### config.mk
export PLATFORM = sky130hd
export DESIGN_NAME = decode_sequencer
export DESIGN_NICKNAME = d
export VERILOG_FILES = /design/src/rtl/decode_sequencer_pkg.sv /design/src/rtl/decode_sequencer_counter.sv /design/src/rtl/decode_sequencer.sv
export SDC_FILE = /design/constraint.sdc
export NUM_CORES = 1
export LEC_CHECK = 0
export ABC_AREA = 1
export CAP_MARGIN = 25
export CORE_MARGIN = 2
export CORE_UTILIZATION = 41
export DETAILED_ROUTE_END_ITERATION = 12
export PLACE_DENSITY_LB_ADDON = 0.2
export SLEW_MARGIN = 20
export SYNTH_ARGS = -nofsm -noshare
export SYNTH_HDL_FRONTEND = slang
export SYNTH_HIERARCHICAL = 1
export SYNTH_SLANG_ARGS = --single-unit
### constraint.sdc
create_clock -name clk -period 1.2 [get_ports clk]
set_input_delay 0.24 -clock clk [delete_from_list [all_inputs] [get_ports clk]]
set_output_delay 0.24 -clock clk [all_outputs]
set_load 0.02 [all_outputs]
### src/rtl/decode_sequencer_pkg.sv
// Shared types and default sequence lengths for the decode-stage sequencer.
// The *_LEN defaults are also consumed by the memory-stage stack-pointer logic.
package decode_sequencer_pkg;

    typedef enum logic {
        ST_IDLE   = 1'b0,
        ST_ACTIVE = 1'b1
    } seq_state_e;

    typedef enum logic [2:0] {
        KIND_NONE = 3'd0,
        KIND_INT  = 3'd1,
        KIND_CALL = 3'd2,
        KIND_RET  = 3'd3,
        KIND_RTI  = 3'd4
    } seq_kind_e;

    // Cycle counts per sequence: INT pushes PC-hi/PC-lo/flags, CALL pushes PC-hi/PC-lo,
    // RET pops PC-lo/PC-hi, RTI pops flags/PC-lo/PC-hi.
    localparam int DEF_INT_LEN  = 3;
    localparam int DEF_CALL_LEN = 2;
    localparam int DEF_RET_LEN  = 2;
    localparam int DEF_RTI_LEN  = 3;
    localparam int DEF_CNT_W    = 2;

    // Sequences that write the stack.
    function automatic logic kind_pushes(input seq_kind_e k);
        return (k == KIND_INT) || (k == KIND_CALL);
    endfunction

    // Sequences that read the stack.
    function automatic logic kind_pops(input seq_kind_e k);
        return (k == KIND_RET) || (k == KIND_RTI);
    endfunction

endpackage

### src/rtl/decode_sequencer_counter.sv
// Loadable down-counter that tracks the remaining cycles of a decode sequence.
// Load wins over decrement; decrement is never requested at zero, so it cannot wrap.
module decode_sequencer_counter #(
    parameter int CNT_W = 2
) (
    input  logic             clk,
    input  logic             rst_n,
    input  logic             load,
    input  logic [CNT_W-1:0] load_val,
    input  logic             dec,
    output logic             zero
);

    logic [CNT_W-1:0] cnt;

    // Counter register: load a fresh length, otherwise count down on request.
    always_ff @(posedge clk or negedge rst_n) begin
        if (!rst_n) begin
            cnt <= '0;
        end else if (load) begin
            cnt <= load_val;
        end else if (dec && (cnt != '0)) begin
            cnt <= cnt - 1'b1;
        end
    end

    assign zero = (cnt == '0);

endmodule

### src/rtl/decode_sequencer.sv
// Decode-stage multi-cycle controller: arbitrates interrupt entry, CALL, RET, RTI and
// load-use stalls, and drives the stall / repeat-iteration / flush / push / pop strobes.
//
//   state     | meaning
//   ----------+-----------------------------------------------------------------
//   ST_IDLE   | no sequence running; arbitrate load-use > interrupt > CALL > RTI > RET
//   ST_ACTIVE | repeat iterations of the latched kind; last one (cnt==0) flushes
module decode_sequencer
    import decode_sequencer_pkg::*;
#(
    parameter int INT_LEN  = DEF_INT_LEN,
    parameter int CALL_LEN = DEF_CALL_LEN,
    parameter int RET_LEN  = DEF_RET_LEN,
    parameter int RTI_LEN  = DEF_RTI_LEN,
    parameter int CNT_W    = DEF_CNT_W
) (
    input  logic clk,
    input  logic rst_n,
    input  logic valid,
    input  logic call_dec,
    input  logic ret_dec,
    input  logic rti_dec,
    input  logic int_req,
    input  logic load_use,
    output logic stall,
    output logic second_iter,
    output logic flush,
    output logic push_out,
    output logic pop_out,
    output logic int_ack,
    output logic busy
);

    // Every length must be at least 2 and its (LEN-2) preload must fit the counter.
    localparam int CNT_MAX = (1 << CNT_W) - 1;
    if ((INT_LEN < 2) || (CALL_LEN < 2) || (RET_LEN < 2) || (RTI_LEN < 2) ||
        (INT_LEN - 2 > CNT_MAX) || (CALL_LEN - 2 > CNT_MAX) ||
        (RET_LEN - 2 > CNT_MAX) || (RTI_LEN - 2 > CNT_MAX)) begin : g_len_check
        $error("decode_sequencer: sequence length below 2 or too long for CNT_W");
    end

    seq_state_e       state, next_state;
    seq_kind_e        kind, next_kind, trig_kind;
    logic             int_pend, next_int_pend;
    logic             cnt_load, cnt_dec, cnt_zero;
    logic [CNT_W-1:0] cnt_load_val;

    logic stall_c, second_c, flush_c, push_c, pop_c, ack_c, busy_c;

    decode_sequencer_counter #(
        .CNT_W (CNT_W)
    ) u_counter (
        .clk      (clk),
        .rst_n    (rst_n),
        .load     (cnt_load),
        .load_val (cnt_load_val),
        .dec      (cnt_dec),
        .zero     (cnt_zero)
    );

    // State, kind and pending-interrupt registers.
    always_ff @(posedge clk or negedge rst_n) begin
        if (!rst_n) begin
            state    <= ST_IDLE;
            kind     <= KIND_NONE;
            int_pend <= 1'b0;
        end else begin
            state    <= next_state;
            kind     <= next_kind;
            int_pend <= next_int_pend;
        end
    end

    // Arbitration, next-state and output decode.
    always_comb begin
        next_state   = state;
        next_kind    = kind;
        trig_kind    = KIND_NONE;
        cnt_load     = 1'b0;
        cnt_dec      = 1'b0;
        cnt_load_val = '0;
        stall_c      = 1'b0;
        second_c     = 1'b0;
        flush_c      = 1'b0;
        push_c       = 1'b0;
        pop_c        = 1'b0;
        ack_c        = 1'b0;
        busy_c       = 1'b0;

        case (state)
            ST_IDLE: begin
                if (load_use) begin
                    stall_c = 1'b1;
                end else if (int_req || int_pend) begin
                    trig_kind = KIND_INT;
                end else if (valid && call_dec) begin
                    trig_kind = KIND_CALL;
                end else if (valid && rti_dec) begin
                    trig_kind = KIND_RTI;
                end else if (valid && ret_dec) begin
                    trig_kind = KIND_RET;
                end

                if (trig_kind != KIND_NONE) begin
                    stall_c    = 1'b1;
                    push_c     = kind_pushes(trig_kind);
                    pop_c      = kind_pops(trig_kind);
                    ack_c      = (trig_kind == KIND_INT);
                    next_state = ST_ACTIVE;
                    next_kind  = trig_kind;
                    cnt_load   = 1'b1;
                end

                case (trig_kind)
                    KIND_INT:  cnt_load_val = CNT_W'(INT_LEN - 2);
                    KIND_CALL: cnt_load_val = CNT_W'(CALL_LEN - 2);
                    KIND_RET:  cnt_load_val = CNT_W'(RET_LEN - 2);
                    KIND_RTI:  cnt_load_val = CNT_W'(RTI_LEN - 2);
                    default:   cnt_load_val = '0;
                endcase
            end

            ST_ACTIVE: begin
                second_c = 1'b1;
                busy_c   = 1'b1;
                push_c   = kind_pushes(kind);
                pop_c    = kind_pops(kind);
                if (!cnt_zero) begin
                    stall_c = 1'b1;
                    cnt_dec = 1'b1;
                end else begin
                    flush_c    = 1'b1;
                    next_state = ST_IDLE;
                    next_kind  = KIND_NONE;
                end
            end

            default: begin
                next_state = ST_IDLE;
                next_kind  = KIND_NONE;
            end
        endcase

        // At most one interrupt is held; accepting it clears the flag.
        if (ack_c) begin
            next_int_pend = 1'b0;
        end else if (int_req) begin
            next_int_pend = 1'b1;
        end else begin
            next_int_pend = int_pend;
        end
    end

    // Outputs are combinational from inputs in IDLE, so hold them low during reset.
    assign stall       = rst_n & stall_c;
    assign second_iter = rst_n & second_c;
    assign flush       = rst_n & flush_c;
    assign push_out    = rst_n & push_c;
    assign pop_out     = rst_n & pop_c;
    assign int_ack     = rst_n & ack_c;
    assign busy        = rst_n & busy_c;

endmodule

Word level (Yosys, flattened, before mapping)
Cells that the tools add are included.
Word-level totals
  logic and storage cells: 70
  input bits: 8
  bits in registers: 7
Cells by class
  reduce and logical (&&, ||, !) cells: 16
  bitwise logic cells: 7
  add/subtract/negate cells: 1
  mux-type cells: 32
  equality and inequality tests: 10
Operator list (number)
  3-bit 2-to-1 mux: 7
  1-bit 2-to-1 mux: 17
  3-bit by 2-bit equality test with 1-bit output (second input constant): 4
  1-bit one-hot mux with 2 select lines: 4
  1-bit bitwise AND: 6
  3-bit by 1-bit equality test with 1-bit output (second input constant): 2
  3-bit equality test (second input constant): 2
  2-bit 2-to-1 mux: 3
  3-bit one-hot mux with 2 select lines: 1
  2-bit nonzero test: 3
  1-bit logical OR: 5
  1-bit logical AND: 4
  3-bit nonzero test: 1
  2-bit zero test: 1
  2-bit by 1-bit != test with 1-bit output (second input constant): 1
  2-bit != test (second input constant): 1
  2-bit AND reduction: 1
  2-bit OR reduction: 1
  2-bit by 1-bit subtractor with 2-bit output (second input constant): 1
  1-bit inverter: 1

Logic depth before layout (Yosys ltp)
Gate-level depths: netlist (run 1).
  depth after elaboration: 12
  depth in mapped cells: 12
  depth with buffers taken out: 12

By module
The synthesis (run 1) kept the hierarchy.
By module, submodules not included
  decode_sequencer: instances 1, area an instance 435.4 um^2, cells an instance 65, seq. area each 125.1 um^2
  decode_sequencer_counter: instances 1, area an instance 127.6 um^2, cells an instance 19, seq. area each 50.0 um^2

Least setup slack after synthesis (run 1)
Ideal clock, no wire load.
  path kind: reg-to-output
  start: register int_pend
  end: output stall
  arrival time: 1.166 ns
  buffers on the path: 0
  stages on the path, launching flop included: 8
  slack: -0.206 ns
  cells stage by stage: dfrtp_1 > nor2_2 > inv_2 > nor2_8 > nand2_4 > nand3_1 > o21ai_1 > nor2_1
Between the ends
  longest elaborated chain between the ends: 8
RTL lines
  start: declaration: line decode_sequencer.sv:44  | logic int_pend, next_int_pend;
  start signal: assignment: line decode_sequencer.sv:70  | int_pend <= next_int_pend;
  1-bit logical OR: line decode_sequencer.sv:94  | end else if (int_req || int_pend) begin
  3-bit 2-to-1 mux: line decode_sequencer.sv:94
  3-bit 2-to-1 mux: line decode_sequencer.sv:92  | if (load_use) begin
  3-bit 2-to-1 mux: line decode_sequencer.sv:90  | case (state)
  3-bit nonzero test: line decode_sequencer.sv:104  | if (trig_kind != KIND_NONE) begin
  1-bit 2-to-1 mux: line decode_sequencer.sv:104
  1-bit one-hot mux with 2 select lines: line decode_sequencer.sv:90
  1-bit bitwise AND: line decode_sequencer.sv:155  | assign stall = rst_n & stall_c;
  end: declaration: line decode_sequencer.sv:25  | output logic stall,
Every way passes these cells. The select of a mux whose other input is x is not followed.

Final worst setup path (run 1)
Same ends and word-level chain as after synthesis.

==> flow_summary.json, run 1 <==
{
  "rows": 13,
  "grt_pass1_vias": 637,
  "rsz0062_at_grt": "true",
  "hold_viol_final": 0,
  "routed_via_density": 5.09,
  "cts_buffers": 3,
  "vias": 733,
  "setup-tns-final_ns": -4.09,
  "hp-class": "input port to async pin",
  "cts_buffer_depth": 2,
  "fin_crit_sh_pct": 139,
  "overflow": 0,
  "initial_core_util_pct": 43.8,
  "synth_cells": 84,
  "r2r_end": "kind[2]",
  "powerDensity_mw_per_mm2": 1900,
  "fin_ws_ns": -0.473,
  "finalPower_w": 0.00203,
  "worstSetupStartpointType": "flop",
  "dieArea_mm2": 0.00169,
  "path_clk_slew_ns": 0.06,
  "crit_arrival_ns": 1.43,
  "slowest_stage": "dfrtp_1",
  "maxSlewViolCount": 0,
  "antenna_found_initial": 0,
  "die_w_um": 41.1,
  "crit_type": "flop to output port",
  "syn_area_per_cell_um2": 6.70,
  "die_y_um": 41.1,
  "finalSetupViolations": 13,
  "yosysUniqueCellTypes": 20,
  "crit_buf_inv": 2,
  "crit_family": "simple AND/OR/NAND/NOR gates",
  "clk_latency_ns": 0.26,
  "drc_errors": 0,
  "clock.fmax_ghz": 0.598,
  "ios": 15,
  "outcome": "complete, but fails checks",
  "cts.sinks": 7,
  "grt_usage_pct": 23.5,
  "core_mm2": 0.00128,
  "violations": "negative setup slack",
  "portBuffers": 14,
  "ys_seq_area_share_pct": 31.1,
  "ant_nets": 0,
  "cts_tree": "built",
  "drtIter0Drc": 22,
  "cpMostUsedCell": "nor2_2",
  "firstDrtPassIters": 4,
  "layout.nets": 139,
  "grt_pass1_wl_mm": 2.57,
  "cp.depth": 8,
  "grt_max_degree": 7,
  "fill_cells": 71,
  "crit_required_ns": 0.96,
  "clockRootBuffer": "clkbuf_4",
  "area_delta_synth_final_pct": 90.0,
  "syn_area_um2": 563,
  "routed_wl_mm": 1.88,
  "period_needed_ns": 1.67,
  "reg2reg_from": "int_pend",
  "reg2reg_slack_ns": -0.42,
  "post_drt_wl_per_cell_um": 13.0,
  "cp-end-kind": "output port",
  "synth_top_cell_by_area": "dfrtp_1",
  "yosys-top-cells-area": "dfrtp_1, nand2_1, nand3_1",
  "num_antenna_cells": 0,
  "maxCapViolCount": 0,
  "hold_ws_ns": 0.149,
  "ys_warn_count": 6,
  "syn_nets": 93,
  "synth_top_cell_area_share_pct": 31.1,
  "crit_start": "int_pend",
  "pre_cts_slack_ns": -1.01,
  "cts-htree-levels": 1,
  "cp_max_fo": 4,
  "critical_path.endpoint": "stall",
  "holdBufCountCts": 0,
  "fin_skew_ns": 0.00234,
  "path_cells": "nor2_2 > inv_2 > nor2_8 > nand2_4 > nand3_1 > o21ai_2 > nor2_2 > buf_6",
  "ir_worst_vdd_v": 0.00111,
  "layout-drive-gt1-share_pct": 54.3,
  "place.gp.congestion": 0.836,
  "r2r_cells": 12,
  "leakage_nw": 0.594,
  "slowest_delay_ns": 0.37,
  "hpwl_mm": 1.14,
  "synth_seq_cells": 7
}
## metrics by stage
stage               std cells  util (%)  area (um2)
floorplan                  84         -         582
global placement          129      67.0         861
detailed placement        129      67.0         861
CTS                       141      77.4         995
global route              144      83.3        1070
finish                    144      83.3        1070
## worst min path at each step
| stage | slack (ns) | end | start | depth (start not counted) |
|---|---|---|---|---|
| CTS | 0.14 | int_pend | rst_n | 3 |
| global placement | 0.50 | kind[2] | kind[2] | 2 |
| floorplan | -0.06 | int_pend | rst_n | 0 |
| detailed placement | 0.50 | kind[2] | kind[2] | 2 |
| finish | 0.15 | int_pend | rst_n | 3 |
| global route | 0.16 | u_counter/cnt[1] | rst_n | 3 |
## worst min-delay path, stage by stage
cell	delay [ns]
dlygate4sd2_1	0.23
buf_4	0.14
buf_4	0.12
## cells by family (layout without fill, tap and decap cells)
logic type	Yosys count	in the layout	synth area share [%]
AND/OR/NAND/NOR	49	49	44.4
adder cells (fa/ha/maj)	1	1	2.22
other	1	1	0.666
buffers and inverters	16	61	11.3
flip-flops	7	7	31.1
AO/OA/AOI/OAI	10	10	10.2
## state kept, by name (all words and copies together), names as in the netlist
signal and flops:
u_counter/cnt 2, state 1, kind 3, int_pend 1
## timing repair
item	in CTS	in global routing
resized for setup	65	9
pin swaps	13	8
setup buffers	11	4
setup endpoints to repair	13	13
## per-layer routing
layer	part of all wire [%]	GRT usage, %	vias to the layer above
met1	38	26.9	350
met5	0	0	-
met3	5.2	6.52	3
met2	56	41.4	25
met4	1.1	7.50	0
li1	-	-	355
## cell type report
type	instances	area [um2]	area share (%)
Multi-Input combinational cell	61	415	38.8
Timing Repair Buffer	42	370	34.6
Sequential cell	7	175	16.4
Inverter	15	63.8	5.96
Clock buffer	4	26.3	2.46
Tap cell	15	18.8	1.75
## where the power goes
part           leakage (nW)  switching [W]  internal (W)  total (W)
clock network        0.0150       0.000105      0.000128   0.000233
registers            0.0875      0.0000678      0.000330   0.000397
logic                 0.491       0.000737      0.000664    0.00140
total                 0.594       0.000910       0.00112    0.00203
## synthesized netlist by cell type
master    instances
nand2_1          24
o21ai_0           4
ha_1              1
clkinv_1          2
conb_1            1
dfrtp_1           7
nor2_8            1
nor2_2            3
o21ai_1           2
o32ai_1           1
nand2_4           3
nand3_2           1
inv_1            10
o22ai_1           1
buf_4             1
a21oi_1           1
nor2_1            6
inv_2             3
nand3_1          11
o211ai_1          1
## layout by cell type, fill, tap and decap left out, types with 2 or more instances in the layout
cell type,synthesis,layout
o21ai_2,0,4
dfrtp_1,7,7
dlygate4sd2_1,0,7
nand2_4,3,4
nor2_2,3,5
inv_4,0,3
clkinv_1,2,2
inv_1,10,8
nand3_2,1,3
inv_2,3,2
nand3_1,11,7
nor2_1,6,4
nand2_2,0,5
buf_4,1,25
clkbuf_4,0,3
nand3_4,0,2
buf_6,0,9
nand2_1,24,18
Note: power is estimated with default switching activity, not from simulation.
==> run 2: changes to the inputs <==
TNS_END_PERCENT = 100   (was default)
==> results of run 2 <==
Final layout, timing and power as in run 1 (identical DEF).
